<file path="src/rtl/mult_pipe_sm.sv">
// Pipelined shift-add multiplier for the FIR datapath: K multiplier bits retired per
// stage, optional two's-complement operands, and a whole-pipeline valid/ready stall.
module mult_pipe_sm #(
  parameter int N         = 8,
  parameter int M         = 8,
  parameter int K         = 2,
  parameter int SIGNED_EN = 1
) (
  input  logic           clk,
  input  logic           rst_n,
  input  logic           en,
  output logic           in_ready,
  input  logic           sgn,
  input  logic [N-1:0]   mult1,
  input  logic [M-1:0]   mult2,
  input  logic           out_ready,
  output logic [N+M-1:0] result,
  output logic           rdy
);

  localparam int W = N + M;
  localparam int S = M / K;

  if (N < 2 || M < 2 || K < 1 || K > M || (M % K) != 0) begin : g_bad_params
    $error("mult_pipe_sm: need N,M >= 2 and M a positive multiple of K");
  end

  // Per-stage registers (_q) and the values each stage loads on an advancing edge (_d).
  logic         valid_q [S];
  logic         sign_q  [S];
  logic [W-1:0] a_q     [S];
  logic [M-1:0] b_q     [S];
  logic [W-1:0] p_q     [S];

  logic         valid_d [S];
  logic         sign_d  [S];
  logic [W-1:0] a_d     [S];
  logic [M-1:0] b_d     [S];
  logic [W-1:0] p_in    [S];
  logic [W-1:0] p_d     [S];

  logic         adv;

  // Handshake: an operand pair is taken on an edge where en && in_ready; a result is
  // handed over on an edge where rdy && out_ready. The whole pipe moves as one unit,
  // so it advances whenever the last stage is empty or being drained.
  assign adv      = !valid_q[S-1] || out_ready;
  assign in_ready = adv;
  assign rdy      = valid_q[S-1];
  assign result   = p_q[S-1];

  for (genvar j = 0; j < S; j++) begin : g_stage
    logic [W-1:0] p_acc;
    logic [M-1:0] b_sh;

    if (j == 0) begin : g_src_in
      logic sign_in;
      assign sign_in    = (SIGNED_EN != 0) ? sgn : 1'b0;
      assign valid_d[j] = en;
      assign sign_d[j]  = sign_in;
      assign a_d[j]     = sign_in ? {{M{mult1[N-1]}}, mult1} : {{M{1'b0}}, mult1};
      assign b_d[j]     = mult2;
      assign p_in[j]    = '0;
    end else begin : g_src_prev
      assign valid_d[j] = valid_q[j-1];
      assign sign_d[j]  = sign_q[j-1];
      assign a_d[j]     = a_q[j-1];
      assign b_d[j]     = b_q[j-1];
      assign p_in[j]    = p_q[j-1];
    end

    // The multiplier MSB carries negative weight for signed pairs, so its term is subtracted.
    always_comb begin
      p_acc = p_in[j];
      b_sh  = '0;
      for (int k = 0; k < K; k++) begin
        b_sh = b_d[j] >> (j * K + k);
        if (b_sh[0]) begin
          if ((j * K + k == M - 1) && sign_d[j]) begin
            p_acc = p_acc - (a_d[j] << (j * K + k));
          end else begin
            p_acc = p_acc + (a_d[j] << (j * K + k));
          end
        end
      end
    end

    assign p_d[j] = p_acc;
  end

  // Data only loads behind a valid token, so result keeps its last product while rdy=0.
  always_ff @(posedge clk) begin
    if (!rst_n) begin
      for (int j = 0; j < S; j++) begin
        valid_q[j] <= 1'b0;
        sign_q[j]  <= 1'b0;
        a_q[j]     <= '0;
        b_q[j]     <= '0;
        p_q[j]     <= '0;
      end
    end else if (adv) begin
      for (int j = 0; j < S; j++) begin
        valid_q[j] <= valid_d[j];
        if (valid_d[j]) begin
          sign_q[j] <= sign_d[j];
          a_q[j]    <= a_d[j];
          b_q[j]    <= b_d[j];
          p_q[j]    <= p_d[j];
        end
      end
    end
  end

  logic unused_ok;
  assign unused_ok = ^{a_q[S-1], b_q[S-1], sign_q[S-1], sgn};

endmodule

</file>
<file path="config.mk">
export PLATFORM = sky130hd
export DESIGN_NAME = mult_pipe_sm
export DESIGN_NICKNAME = d
export VERILOG_FILES = /design/src/rtl/mult_pipe_sm.sv
export SDC_FILE = /design/constraint.sdc
export NUM_CORES = 1
export LEC_CHECK = 0
export BUFFER_PORTS_ARGS = -buffer_cell sky130_fd_sc_hd__buf_2
export CAP_MARGIN = 0
export CORE_MARGIN = 8
export CORE_UTILIZATION = 50
export CTS_BUF_LIST = sky130_fd_sc_hd__clkbuf_4 sky130_fd_sc_hd__clkbuf_8 sky130_fd_sc_hd__clkbuf_16
export CTS_CLUSTER_DIAMETER = 200
export DETAILED_ROUTE_END_ITERATION = 7
export PLACE_DENSITY = 0.67
export SLEW_MARGIN = 5
export SYNTH_ARGS = -nofsm -noshare
export SYNTH_HDL_FRONTEND = slang
export SYNTH_SLANG_ARGS = --single-unit
</file>
<file path="constraint.sdc">
create_clock -name clk -period 8.8 [get_ports clk]
set_input_delay 0.88 -clock clk [delete_from_list [all_inputs] [get_ports clk]]
set_output_delay 0.88 -clock clk [all_outputs]
set_load 0.02 [all_outputs]
</file>
# Word level (Yosys, flattened, before mapping)
# Memories as Yosys holds them, arrays and structs flattened.
# Cells that the tools add are included.
# W data, S select, Z words.
totals:
  reg_bits: 0
  latch_bits: 0
  mem_bits_rw: 168
  romBits: 0
  out_inout_bits: 18
  elab_cells: 85
  n_memories: 5
classes:
  addsub: 8
  mul: 0
  n_div: 0
  magnitude_cmp: 0
  eq_ne: 0
  n_shift: 0
  muxes: 50
  bitwise: 20
  reduce_logical: 2
mem_list:
  columns: ["memory", "words", "word_bits", "read_ports", "rd_ports_with_merged_regs", "wr", "line", "source"]
  rows:
  - ["a_q", 4, 16, 3, 0, 4, "31", "logic [W-1:0] a_q [S];"]
  - ["p_q", 4, 16, 4, 0, 4, "33", "logic [W-1:0] p_q [S];"]
  - ["b_q", 4, 8, 3, 0, 4, "32", "logic [M-1:0] b_q [S];"]
  - ["sign_q", 4, 1, 3, 0, 4, "30", "logic sign_q [S];"]
  - ["valid_q", 4, 1, 4, 0, 4, "29", "logic valid_q [S];"]
op_table:
  columns: ["cell", "n"]
  rows:
  - ["$mux W16", 18]
  - ["$add A16 B16 Y16", 7]
  - ["$mux W8", 4]
  - ["$mux W1", 28]
  - ["$or A1 B1 Y1", 20]
  - ["$sub A16 B16 Y16", 1]
  - ["$logic_not A1 Y1", 1]
  - ["$logic_or A1 B1 Y1", 1]

# Longest topological paths before layout
# An unclocked memory read counts as a cell.
depth:
  word_depth: 7
  mapped_depth: 18
  ltp_nobuf: 18

# Worst setup path before layout
# No wires, ideal clock.
synth_timing:
  path_type: "register -> register"
  from: "mem a_q[0][16] in the netlist's numbering"
  to: "mem p_q[0][47] in the netlist's numbering, data pin"
  setup_ns: 0.270
  arrival_ns: 3.579
  required_time_ns: 8.530
  slack_ns: 4.951
  stages_incl_launch_ff: 17
  path_buffers: 0
  path_cell_list: "edfxtp_1 > ha_1 > fa_1 > a21o_1 > a21oi_1 > o21a_1 > nor2_1 > xnor2_1 > a21oi_1 > ha_1 > a21o_1 > a2111o_1 > o221ai_1 > mux2i_1 > xor2_1 > and3_1 > nor3_1"
synth_rtl:
  columns: ["element", "line"]
  rows:
  - ["start: declaration", "31"]
  - ["end: declaration", "33"]

==> reports/metrics.csv <==
stage,metric,value,unit
clock_tree,clock transition at the registers of the reported paths,70,ps
synth,#FFs+latches synth,110,
timing,skew final,10.3,ps
clock_tree,clk_lat worst skew,350,ps
setup_path,CP Launch Type,register,
min_path,Hold Crit Class,register to register,
synth,Post-Synth Adder-Cell Area,13.3,%
finish,Fillers,1388,
place,HPWL Detailed,13.0,mm
floorplanning,Die Y,143,um
timing,Hold Slack,517,ps
global_routing,first-pass GRT wire length,27.6,mm
clock_tree,clock root buffer,clkbuf_16,
clock_tree,H-Tree Depth,3,
pwr,Leak,3.76,nW
global_routing,total congestion overflow,0,
setup_path,worst path required time,8880,ps
clock_tree,clock buffer count from CTS,9,
clock_tree,post_cts resized,0,
floorplanning,Core Region,15900,sq um
global_routing,initial antenna violation count,0,
routing,met3 wire len,496,um
setup_path,crit-path max FO,6,
place,pre-CTS setup slack,4590,ps
finish,Area Overhead vs Synth,8.67,%
finish,final core utilization,55.6,%
place,dpl cells,1025,
timing,fin crit share,48.4,%
setup_path,"slowest stage delay, CP",420,ps
routing,via count,5935,
synth,post-synth net total,893,
timing,Peak Freq,235,MHz
synth,ys flop type,edfxtp_1,
timing,final-report hold violation count,0,
synth,Syn Area/Cell,10.3,sq um
routing,routed wire length,16.2,mm
setup_path,Crit path max-delay family,compound AO/OA/AOI/OAI gates,
routing,Routed Antenna Nets,0,
place,gpl congestion,0.897,
setup_path,crit path cell chain,"ha_1, fa_1, a21o_1, a21oi_1, o21a_1, nor2_1, xnor2_1, a21oi_1, ha_1, a21o_1, a2111o_1, o221ai_1, mux2i_1, xor2_1, and3_1, nor3_1",
synth,multiplexer share of the synthesized area,4.68,%
timing,RSZ-0062 raised after global routing,no,
timing,fin crit period,4260,ps
place,IO Port Bufs,38,
setup_path,Arrival @ worst endpoint,4340,ps
finish,Non-Filler Instances,1040,
routing,starting DRC count in detailed routing,305,
clock_tree,CTS tree,yes,
floorplanning,die width,143,um
finish,ANT cells,0,
timing,worst-margin pin slew,1140,ps
clock_tree,CTS Sinks,110,
synth,complex-gate fraction of the synthesized area,17.1,%
synth,"Cell Area, Synth",8130,sq um
setup_path,CP max-delay cell,edfxtp_1,
synth,main combinational cell family by area after synthesis,compound AO/OA/AOI/OAI gates,
synth,synth warn,0,
synth,number of library cell types mapped by synthesis,73,
outcome,status,"complete, no violations",
routing,routed wl met2,8.38,mm
timing,setup TNS,0,ps
setup_path,Bufs and invs on worst path,0,
global_routing,number of global-route vias before repair,6136,
run,total of max-cap violations,0,
timing,slew margin rel.,23.8,%
routing,DRT met1 WL,6.82,mm
global_routing,largest net degree at the start of global routing,33,
synth,Async SR Flop Fraction,0,%
routing,DR top layer,met4,
setup_path,Critical Path Sink Type,register,
synth,Post-synth EDFFs,110,
floorplanning,I/O Pins,39,
finish,Nets,923,
synth,post-synthesis sequential area ratio,40.7,%
routing,Via density,5.71,
floorplanning,initial cell density of the core,51.1,%
synth,Syn Inst Count,790,
setup_path,kind of critical path,register to register,
finish,layout cell share with drive strength beyond 1,10.7,%
global_routing,Tot GR Track Use,16.4,%
clock_tree,Post-CTS Setup Repair Bufs,0,
timing,final worst slack,4540,ps
timing,Final Max Slew Viols,0,
floorplanning,row count,46,
synth,simple-gate share of the synthesized area,15.8,%
floorplanning,die footprint,20600,sq um
routing,DRC,0,
routing,drt first pass iters,4,
clock_tree,CTS max path bufs,2,
pwr,Cell Pwr Density,165,nW/um^2
clock_tree,CTS Hold Bufs,0,
routing,wire per inst,15.6,um
timing,# setup viols final,0,
pwr,Worst IR Drop VDD,101,uV
synth,Synth Area in XOR/XNOR,5.61,%
final cells by class:
type / instances / area (sq um) / area share [%]
multi-input combinational: 622 / 4590 / 52.0
sequential: 110 / 3300 / 37.4
tap: 216 / 270 / 3.06
clock buffer: 9 / 225 / 2.55
timing repair buffer: 40 / 205 / 2.32
inverter: 37 / 139 / 1.57
clock inverter: 6 / 93.8 / 1.06
worst register-to-register path: stages, from the launching register on:
cell and delay (ps):
edfxtp_1 420, ha_1 260, fa_1 420, a21o_1 180, a21oi_1 300, o21a_1 190
nor2_1 60, xnor2_1 190, a21oi_1 100, ha_1 380, a21o_1 230, a2111o_1 420
o221ai_1 190, mux2i_1 250, xor2_1 190, and3_1 180, nor3_1 50
power breakdown:
part	internal [mW]	switching, mW
clock	0.251	0.182
sequential	0.615	0.0313
combinational	0.168	0.211
total	1.03	0.425
cells in the mapped netlist (3+ instances only):
cell type / instances / area [sq um]
a211oi_1: 12 / 90.1
nor3_1: 16 / 80.1
a21oi_1: 49 / 245
o21ai_1: 10 / 50.1
o211ai_1: 4 / 30.0
a211o_1: 5 / 43.8
o21bai_1: 6 / 45.0
a21o_1: 17 / 128
o2111ai_1: 4 / 35.0
fa_1: 7 / 140
nor2_1: 64 / 240
nand2b_1: 7 / 43.8
a2111o_1: 3 / 33.8
nand4_1: 4 / 25.0
a31o_1: 3 / 26.3
o21ai_0: 22 / 110
nor2b_1: 9 / 56.3
and3_1: 6 / 37.5
a21boi_1: 3 / 22.5
o211a_1: 5 / 50.1
a31oi_1: 11 / 68.8
edfxtp_1: 110 / 3300
nand3_1: 14 / 70.1
mux2i_1: 20 / 200
nand2_1: 50 / 188
o21a_1: 8 / 60.1
clkbuf_1: 17 / 63.8
nand3b_1: 5 / 37.5
and2_1: 55 / 344
o31ai_1: 6 / 45.0
a221o_1: 4 / 40.0
nor3b_1: 4 / 30.0
or3_1: 7 / 43.8
inv_1: 35 / 131
ha_1: 75 / 938
xor2_1: 11 / 96.3
xnor2_1: 41 / 359
mux2_2: 16 / 180
sequential cells by signal, summed over array words and instances, names as in the netlist:
| name | cells |
|---|---|
| valid_q | 4 |
| sign_q | 3 |
| a_q | 27 |
| p_q | 64 |
| b_q | 12 |
per-layer routing:
layer	vias to the layer above	GRT usage [%]
li1	2997	-
met1	2790	17.9
met2	112	29.8
met3	36	3.02
met4	0	8.19
met5	-	0
cells by family (layout without fill, tap and decap cells):
kind of cell,after synthesis,after routing
AND/OR/NAND/NOR,252,252
flip-flops,110,110
adder cells (fa/ha/maj),82,82
multiplexers,36,36
buffers and inverters,58,92
AO/OA/AOI/OAI,200,200
XOR/XNOR,52,52
stage by stage:
step                      cell area [sq um]  power (mW)
after floorplan                        8130       0.952
after global placement                 8510        1.02
after detailed placement               8510        1.03
after CTS                              8830        1.47
after global routing                   8830        1.54
final                                  8830        1.46
cell usage in the layout (no fill, tap or decap), drive strengths merged, types with 5 or more instances in the layout:
cell	n
inv	38
clkbuf	9
xnor2	41
nand2b	7
mux2i	20
a211o	5
o21ai	34
a21o	18
xor2	11
mux2	16
nor3	16
nand2	50
or3	9
o31ai	6
nor2b	9
nand3b	5
a31oi	11
fa	7
a211oi	13
a21oi	50
nand3	14
buf	40
o21a	9
nor2	64
o211a	5
a21boi	5
edfxtp	110
o21bai	6
and3	6
and2	57
ha	75
path summary, 6_finish.rpt:
path	to	cells after the start	from	slack [ps]
worst max-delay path	p_q[0][47]	16	a_q[0][16]	4540
worst min-delay path	b_q[0][15]	1	b_q[0][7]	520
worst max register to register	p_q[0][47]	16	a_q[0][16]	4540
worst min register to register	b_q[0][15]	1	b_q[0][7]	520
No activity file was read; power rests on OpenSTA's default activity.
